==> src/rtl/mac_array_writeback.sv <==
// Write-back stage of the MAC adder-tree array: aligns tree results to the
// array pipeline latency and streams one word per pixel into the next-layer BRAM.
module mac_array_writeback #(
  parameter int N_adder_tree = 16,
  parameter int DW           = 16,
  parameter int AW           = 12,
  parameter int PIPE_LAT     = 3
) (
  input  logic                       clk,
  input  logic                       rst,
  input  logic                       start,
  input  logic [AW-1:0]              base_addr,
  input  logic [AW-1:0]              num_pix,
  input  logic                       res_valid,
  input  logic [N_adder_tree*DW-1:0] res_data,
  output logic                       bram2_we,
  output logic [AW-1:0]              bram2_addr,
  output logic [N_adder_tree*DW-1:0] bram2_din,
  output logic                       busy,
  output logic                       done,
  output logic                       overrun
);

  localparam int BW = N_adder_tree * DW;

  typedef enum logic [1:0] {
    S_IDLE,
    S_RUN,
    S_DRAIN,
    S_DONE
  } state_e;

  state_e        state_q;
  logic [AW-1:0] base_q;
  logic [AW-1:0] num_q;
  logic [AW-1:0] issued_q;
  logic [AW-1:0] written_q;
  logic [AW-1:0] addr_q;
  logic [BW-1:0] din_q;
  logic          we_q;
  logic          busy_q;
  logic          done_q;
  logic          ovr_q;

  logic [PIPE_LAT-1:0] dly_q;
  logic [PIPE_LAT-1:0] dly_d;

  logic acc_vld;
  logic last_iss;
  logic aligned;

  assign acc_vld  = (state_q == S_RUN) && res_valid;
  assign last_iss = (issued_q + AW'(1)) == num_q;
  assign aligned  = dly_q[PIPE_LAT-1];

  // Only pulses accepted in RUN enter the delay line.
  always_comb begin
    dly_d    = '0;
    dly_d[0] = acc_vld;
    for (int i = 1; i < PIPE_LAT; i++) begin
      dly_d[i] = dly_q[i-1];
    end
  end

  always_ff @(posedge clk) begin
    if (!rst) begin
      state_q   <= S_IDLE;
      base_q    <= '0;
      num_q     <= '0;
      issued_q  <= '0;
      written_q <= '0;
      addr_q    <= '0;
      din_q     <= '0;
      we_q      <= 1'b0;
      busy_q    <= 1'b0;
      done_q    <= 1'b0;
      ovr_q     <= 1'b0;
      dly_q     <= '0;
    end else begin
      dly_q  <= dly_d;
      we_q   <= 1'b0;
      done_q <= 1'b0;

      // The output register doubles as the capture register.
      if (aligned) begin
        we_q      <= 1'b1;
        din_q     <= res_data;
        addr_q    <= base_q + written_q;
        written_q <= written_q + AW'(1);
      end

      unique case (state_q)
        S_IDLE: begin
          if (start) begin
            base_q    <= base_addr;
            num_q     <= num_pix;
            issued_q  <= '0;
            written_q <= '0;
            ovr_q     <= 1'b0;
            if (num_pix == '0) begin
              state_q <= S_DONE;
              done_q  <= 1'b1;
            end else begin
              state_q <= S_RUN;
              busy_q  <= 1'b1;
            end
          end
        end
        S_RUN: begin
          if (res_valid) begin
            issued_q <= issued_q + AW'(1);
            if (last_iss) begin
              state_q <= S_DRAIN;
            end
          end
        end
        S_DRAIN: begin
          if (res_valid) begin
            ovr_q <= 1'b1;
          end
          if (written_q == num_q) begin
            state_q <= S_DONE;
            busy_q  <= 1'b0;
            done_q  <= 1'b1;
          end
        end
        S_DONE: begin
          state_q <= S_IDLE;
        end
        default: begin
          state_q <= S_IDLE;
        end
      endcase
    end
  end

  assign bram2_we   = we_q;
  assign bram2_addr = addr_q;
  assign bram2_din  = din_q;
  assign busy       = busy_q;
  assign done       = done_q;
  assign overrun    = ovr_q;

endmodule

==> config.mk <==
export PLATFORM = sky130hd
export DESIGN_NAME = mac_array_writeback
export DESIGN_NICKNAME = d
export VERILOG_FILES = /design/src/rtl/mac_array_writeback.sv
export SDC_FILE = /design/constraint.sdc
export NUM_CORES = 1
export LEC_CHECK = 0
export BUFFER_PORTS_ARGS = -buffer_cell sky130_fd_sc_hd__buf_4
export CAP_MARGIN = 20
export CELL_PAD_IN_SITES_DETAIL_PLACEMENT = 0
export CELL_PAD_IN_SITES_GLOBAL_PLACEMENT = 1
export CORE_AREA = 8 8 212 214
export CTS_CLUSTER_DIAMETER = 150
export CTS_CLUSTER_SIZE = 20
export DETAILED_ROUTE_END_ITERATION = 6
export DIE_AREA = 0 0 220 222
export PLACE_DENSITY = 0.81
export SLEW_MARGIN = 15
export SYNTH_ARGS = -nofsm -noshare
export SYNTH_HDL_FRONTEND = slang
export SYNTH_SLANG_ARGS = --single-unit
==> constraint.sdc <==
create_clock -name clk -period 2.45 [get_ports clk]
set_input_delay 0.3675 -clock clk [delete_from_list [all_inputs] [get_ports clk]]
set_output_delay 0.3675 -clock clk [all_outputs]
set_load 0.05 [all_outputs]
* Word-level counts from Yosys, hierarchy flattened
Index checks and enable logic that the tools add are counted.
** Cells by class
- Reductions and logical operators :: 10
- Mux-type cells :: 24
- Equality and inequality tests :: 11
- Add/sub/neg operators :: 3
** Operators with widths (number)
- $mux W12 :: 5
- $add A12 B1 Y12 const B :: 2
- $eq A12 B12 Y1 :: 2
- $pmux W12 S2 :: 1
- $add A12 B12 Y12 :: 1
- $logic_not A12 Y1 :: 1
- $ne A2 B2 Y1 const B :: 6
- $mux W2 :: 5
- $mux W1 :: 9
- $pmux W2 S4 :: 1
- $reduce_and A4 Y1 :: 2
- $pmux W1 S2 :: 3
- $reduce_and A3 Y1 :: 2
- $eq A2 B2 Y1 const B :: 2
- $reduce_bool A2 Y1 :: 2
- $eq A2 B1 Y1 const B :: 1
- $logic_not A2 Y1 :: 1
- $reduce_and A2 Y1 :: 1
- $logic_and A1 B1 Y1 :: 1
** Storage, ports and cells
- Input port bits :: 284
- Logic and storage cells :: 60
- Bits in registers :: 325

* Logic depth before layout (Yosys ltp)
Gate-level depths: netlist of the first run.
- Depth after elaboration :: 5
- Mapped depth :: 9
- Mapped depth without buffers :: 8

* Worst setup path before layout of the first run
No wires, ideal clock.
- Path kind :: register -> register
- From :: register written_q[0]
- To :: register addr_q[10] (netlist: bram2_addr[10])
- Data arrival time :: 2.025 ns
- Path slack :: 0.293 ns
- Stages on the path, launching flop included :: 9
- Buffers on the path :: 0
- Cell sequence :: dfxtp_1 > ha_1 > fa_1 > a21o_1 > a21oi_1 > o21ai_0 > nand3_1 > a21oi_1 > or3b_2
** On the way
- Longest elaborated chain between the ends :: 1
** RTL lines
- start: declaration :: RTL line 37 : logic [AW-1:0] written_q;
- start signal: assignment :: RTL line 89 : written_q <= written_q + AW'(1);
- $add A12 B12 Y12 :: RTL line 88 : addr_q <= base_q + written_q;
- end signal: assignment :: RTL line 88
- end: declaration :: RTL line 38 : logic [AW-1:0] addr_q;
No other way between the ends.
A chain may end at the register's enable or synchronous reset.

* Final worst setup path of the first run
- From :: register base_q[0]
- To :: register addr_q[10] (netlist: bram2_addr[10])
** On the way
- Longest elaborated chain between the ends :: 1
** RTL lines
- start: declaration :: RTL line 34 : logic [AW-1:0] base_q;
- start signal: assignment :: RTL line 95 : base_q <= base_addr;
- $add A12 B12 Y12 :: RTL line 88
No other way between the ends.

==> out/summary.txt, run 1 <==
Status = finished, final reports clean
# rows = 75
Proportion of synthesized area in mux cells = 20.8%
Clock Latency Late Sink = 0.55 ns
Largest family of logic cells by synthesized area = multiplexers
Synthesis Warnings = 0
Synth cell count leaders = 325 x dfxtp_1, 300 x nor2_1, 264 x mux2i_1, 64 x nand2_1, 48 x a21oi_1
Final Setup Violations = 0
Drt first pass iters = 5
Total GRT Usage = 17.1%
Congestion Overflow GR = 0
Simple-Gate Fraction of Synth Area = 15.2%
DR vias/cell = 4.64
Cells after Synth = 1301
Post-synth EDFFs = 0
Die height = 222 um
Fin crit period = 2.20 ns
Area growth from synthesis to layout = 41.1%
Hold Buf Count CTS = 0
Post-Synthesis Net Count = 1603
Complex-gate fraction of the synthesized area = 5.09%
Detailed-route DRC error count = 0
Vias post-DR = 10944
Placed Cells = 2336
Core area = 0.0415 sq mm
Pwr Total = 10.9 mW
CTS Buf Count = 20
Nets@finish = 2121
Final Non-Filler Cells = 2360
Mean Syn Cell Area = 9.82 sq um
Detailed Place HPWL = 34.4 mm
Post-synthesis sequential area ratio = 50.9%
H-Tree Depth = 1
HP Class = in2reg
Crit path buffers/inverters = 0
Synth area leaders = dfxtp_1 51%, mux2i_1 21%, nor2_1 8.8%
CP max stage cell = or3b_2
Final instance area = 0.0180 sq mm
Postcts setup bufs = 0
Fillers = 4096
Ratio of cells with drive above 1 in the final layout = 33.8%
Vias in the first global route = 11168
Initial antenna violation count = 2
Seq cells post-synth = 325
Slew @ Worst Pin = 0.616 ns
Initial DRC count = 510
Crit path largest cell delay = 0.43 ns
DIE WIDTH = 220 um
Crit Path Max Fanout = 3
Worst-path clk slew = 0.08 ns
Most common cell in the netlist = dfxtp_1
Starting density of the core = 30.8%
Hold Slack = 0.0483 ns
Critical path required time = 2.86 ns
Largest area contributor in the netlist = dfxtp_1
Routed Antenna Nets = 0
Setup_tns = 0 ns
Async set-reset flop share out of synthesis = 0%
First-pass GRT wire length = 66.4 mm
Routed WL = 43.9 mm
Synth top area share = 50.9%
Max-Cap Viols = 0
Crit path cell chain = ha_1 > fa_1 > a21o_1 > a21oi_1 > o21ai_0 > nand3_1 > a21oi_1 > or3b_2
Adder-Cell Fraction of Synth Area = 1.82%
Fin. max-slew vios = 0
Placed inst area = 0.0175 sq mm
Max VDD drop = 0.000471 V
I/O pins = 556
Top delay family on crit path = adder cells
Lkg Pwr = 7.57 nW
Die ar. = 0.0488 sq mm
Yosys cell types = 58
PostCTS Resize Cnt = 0
Largest net degree at the start of global routing = 112
Final hold viol count = 0
CTS tree = done
RSZ-0062 raised after global routing = false
Crit path launch type = flop
Setup CP Type = reg2reg
Critical Path AT = 2.61 ns
Synthesized area = 0.0128 sq mm
DR WL/cell = 18.6 um
CP dominant cell by count = a21oi_1
GPL Wtd Cong = 0.853
CTS root buf = clkbuf_16
Top FF cell, synth = dfxtp_1
Synth Area in XOR/XNOR = 2.95%
Tcrit/Tclk final = 89.9%
Port Buffers = 555
Slew headroom = 59.0%
FMAX = 454 MHz
Worst Skew = 0.0241 ns
Bufs on Longest Clock Path = 3
CP Capture Type = flop
Clk sinks = 325
Pwr per Cell Area = 606 mW/mm^2
worst register-to-register path: stages, from the launching register on:
cell,delay [ns]
dfxtp_1,0.32
ha_1,0.24
fa_1,0.41
a21o_1,0.17
a21oi_1,0.18
o21ai_0,0.15
nand3_1,0.12
a21oi_1,0.07
or3b_2,0.43
where the power goes:
part,switching [mW],internal (mW)
Sequential,0.145,5.45
Clock,1.83,1.49
Combinational,1.17,0.838
layout by cell type (no fill, tap or decap), types with 3 or more instances in the layout:
cell	synthesis	final
inv_1	9	9
nor4_1	7	7
a31oi_1	8	8
and4_1	6	6
ha_1	17	17
dfxtp_1	325	324
a21o_1	6	6
xnor2_1	20	20
nand3_1	20	20
nor3_1	12	12
and2_1	4	4
mux2i_1	264	264
a2111oi_0	3	3
nand2_1	64	64
buf_12	0	5
and3_1	10	10
nand3b_1	8	8
clkbuf_16	0	20
buf_4	3	572
and3_2	3	3
xor2_1	23	23
nand4_1	7	7
a21oi_1	48	48
nor2_1	300	300
o211ai_1	4	4
nand2b_1	3	3
o21ai_0	15	15
per-stage QoR:
| stage | setup slack, ns | utilization (%) |
|---|---|---|
| floorplan | 0.293 | - |
| global placement | 0.244 | 42.2 |
| detailed placement | 0.264 | 42.2 |
| CTS | 0.252 | 43.5 |
| global route | 0.0961 | 43.5 |
| finish | 0.247 | 43.5 |
kinds of logic (layout without fill, tap and decap cells):
| family | Yosys count | count (layout) |
|---|---|---|
| AOI/OAI and AO/OA | 104 | 104 |
| xor gates and xnor gates | 43 | 43 |
| adders and majority gates | 18 | 18 |
| buffers and inverters | 91 | 610 |
| DFF | 325 | 325 |
| muxes | 265 | 265 |
| other | 0 | 1 |
| and+or+nand+nor | 455 | 455 |
metal layers:
| metal | wire length, um | vias to the layer above | global-route usage, % |
|---|---|---|---|
| met5 | 13 | - | 0 |
| met4 | 1110 | 2 | 4.43 |
| met3 | 3570 | 62 | 5.14 |
| met2 | 22500 | 342 | 30.7 |
| met1 | 16800 | 5110 | 19.2 |
| li1 | - | 5428 | - |
sequential cells by signal, indices dropped and copies added, names as in the netlist, 2 cells and up:
signal      count
bram2_din     256
base_q         12
bram2_addr     12
issued_q       12
num_q          12
written_q      12
dly_q           3
state_q         2
area by class of cell:
cell class | instances | area [sq um] | area share, %
multi-input combinational | 885 | 5860 | 32.5
clock buffer | 21 | 504 | 2.80
antenna | 1 | 2.50 | 0.0139
timing repair buffer | 577 | 4390 | 24.4
inverter | 10 | 45.0 | 0.250
sequential | 325 | 6510 | 36.1
tap | 539 | 674 | 3.74
clock inverter | 2 | 32.5 | 0.180
final timing paths:
| kind | slack, ns | from | cells after the start | endpoint |
|---|---|---|---|---|
| setup / recovery | 0.25 | base_q[0] | 8 | bram2_addr[10] |
| hold / removal | 0.05 | res_data[119] | 3 | bram2_din[119] |
| setup reg to reg | 0.25 | base_q[0] | 8 | bram2_addr[10] |
| hold reg to reg | 0.44 | dly_q[1] | 1 | dly_q[2] |
No activity file was read; power rests on OpenSTA's default activity.
==> inputs of run 2 (changes only) <==
Settings changed: PLACE_DENSITY 0.81 to not set, PLACE_DENSITY_LB_ADDON set to 0.25.
==> out/summary.txt, run 2 (synthesis gave the netlist of run 1 again) <==
Status = finished, final reports clean
DIE WIDTH = 220 um (unchanged)
Setup CP Type = reg2reg
Congestion Overflow GR = 0 (unchanged)
Final hold viol count = 0 (unchanged)
Routed Antenna Nets = 0 (unchanged)
CP Capture Type = flop
Setup_tns = 0 ns (unchanged)
Max VDD drop = 0.000403 V (-14%)
Pwr Total = 11.1 mW (+1.1%)
HP Class = in2reg
I/O pins = 556 (unchanged)
First-pass GRT wire length = 68.4 mm (+3.0%)
# rows = 75 (unchanged)
Commonest non-fill, non-tap cells in the layout = 572 x buf_4, 324 x dfxtp_1, 300 x nor2_1
Initial antenna violation count = 4 (+2)
Initial DRC count = 458 (-10%)
Detailed-route DRC error count = 0 (unchanged)
FMAX = 446 MHz (-1.8%)
PostCTS Resize Cnt = 0 (unchanged)
Hold Buf Count CTS = 0 (unchanged)
Clock Latency Late Sink = 0.53 ns (-0.02 ns)
Slew headroom = 60.6% (+1.6 points)
Total GRT Usage = 17.9% (+0.86 points)
Final Setup Violations = 0 (unchanged)
Vias post-DR = 10854 (-0.82%)
Port Buffers = 555 (unchanged)
Die height = 222 um (unchanged)
Ratio of cells with drive above 1 in the final layout = 34.0% (+0.15 points)
Crit Path Max Fanout = 3 (unchanged)
Worst-path clk slew = 0.09 ns (about the same)
Nets@finish = 2125 (+0.19%)
Tcrit/Tclk final = 91.5% (+1.6 points)
Lkg Pwr = 7.61 nW (+0.52%)
Worst Skew = 0.0150 ns (-0.00910 ns)
Postcts setup bufs = 0 (unchanged)
Starting density of the core = 30.8% (unchanged)
Area growth from synthesis to layout = 41.8%
Placed inst area = 0.0176 sq mm (+0.46%)
Final instance area = 0.0181 sq mm (+0.52%)
H-Tree Depth = 1 (unchanged)
DR vias/cell = 4.59 (-1.1%)
Core Util, Final = 43.7% (+0.23 points)
Pwr per Cell Area = 610 mW/mm^2 (+0.59%)
Core area = 0.0415 sq mm (unchanged)
CTS root buf = clkbuf_16
Vias in the first global route = 11081 (-0.78%)
Max-Cap Viols = 0 (unchanged)
Die ar. = 0.0488 sq mm (unchanged)
RSZ-0062 raised after global routing = false
Fin. max-slew vios = 0 (unchanged)
GPL Wtd Cong = 0.834 (-2.3%)
Critical path required time = 2.86 ns (about the same)
DR WL/cell = 19.5 um (+4.8%)
Drt first pass iters = 4 (-1)
CTS tree = done
Max reg flops = 256 (unchanged)
Detailed Place HPWL = 35.6 mm (+3.6%)
Most common cell after layout, fill and taps aside = buf_4
Largest net degree at the start of global routing = 107 (-4.5%)
Slew @ Worst Pin = 0.589 ns (-0.0269 ns)
Bufs on Longest Clock Path = 3 (unchanged)
Crit path launch type = flop
Fin crit period = 2.24 ns (+0.0399 ns)
Clk sinks = 325 (unchanged)
CTS Buf Count = 20 (unchanged)
Fillers = 4098 (+0.049%)
Routed WL = 46.2 mm (+5.1%)
Critical Path AT = 2.65 ns (+0.04 ns)
[run 2: changes by cell type in the layout (fill, tap and decap cells not counted), sizes merged]
cell,change
clkinv,-1
clkbuf,+1
diode,+2
buf,+4
[run 2: power by group]
part	total, mW	internal [mW]	switching [mW]
registers	5.60	5.45	0.147
clock network	3.39	1.55	1.84
logic	2.05	0.857	1.20
total	11.1	7.86	3.19
[run 2: layer usage]
layer  part of all wire [%]  GRT usage [%]
met1                     38           20.1
met2                     50           31.6
met3                    8.7           6.03
met4                    2.4           5.37
met5                  0.022              0
[run 2: layout make-up]
cell class              instances  area, sq um  area share, %
diodes                          3         7.51         0.0414
flip-flops and latches        325         6510           35.9
clock inverters                 1         16.3         0.0898
clock buffers                  22          529           2.92
multi-input cells             885         5860           32.4
repair buffers                581         4470           24.7
well taps                     539          674           3.72
inverters                      10         45.0          0.249
[run 2: worst max-delay path, cell delays in order (launching register included)]
cell and delay, ns:
dfxtp_1 0.32, ha_1 0.23, fa_1 0.42, a21o_1 0.18
a21oi_1 0.17, o21ai_0 0.15, nand3_1 0.12, a21oi_1 0.07
or3b_2 0.44
[run 2: final timing paths]
kind	to	depth (start not counted)	startpoint	slack [ns]
worst max-delay path	bram2_addr[10]	8	base_q[0]	0.21
worst min-delay path	bram2_din[86]	3	res_data[86]	0.06
worst max register to register	bram2_addr[10]	8	base_q[0]	0.21
worst min register to register	dly_q[2]	1	dly_q[1]	0.44
[run 2: stage by stage]
| stage | std cells | hold WS (ns) | worst slack (ns) |
|---|---|---|---|
| floorplan | 1301 | 0.412 | 0.293 |
| global placement | 2340 | 0.419 | 0.0776 |
| detailed placement | 2340 | 0.423 | 0.171 |
| CTS | 2363 | 0.0157 | 0.213 |
| global route | 2365 | 0.0308 | 0.0888 |
| finish | 2366 | 0.0570 | 0.207 |
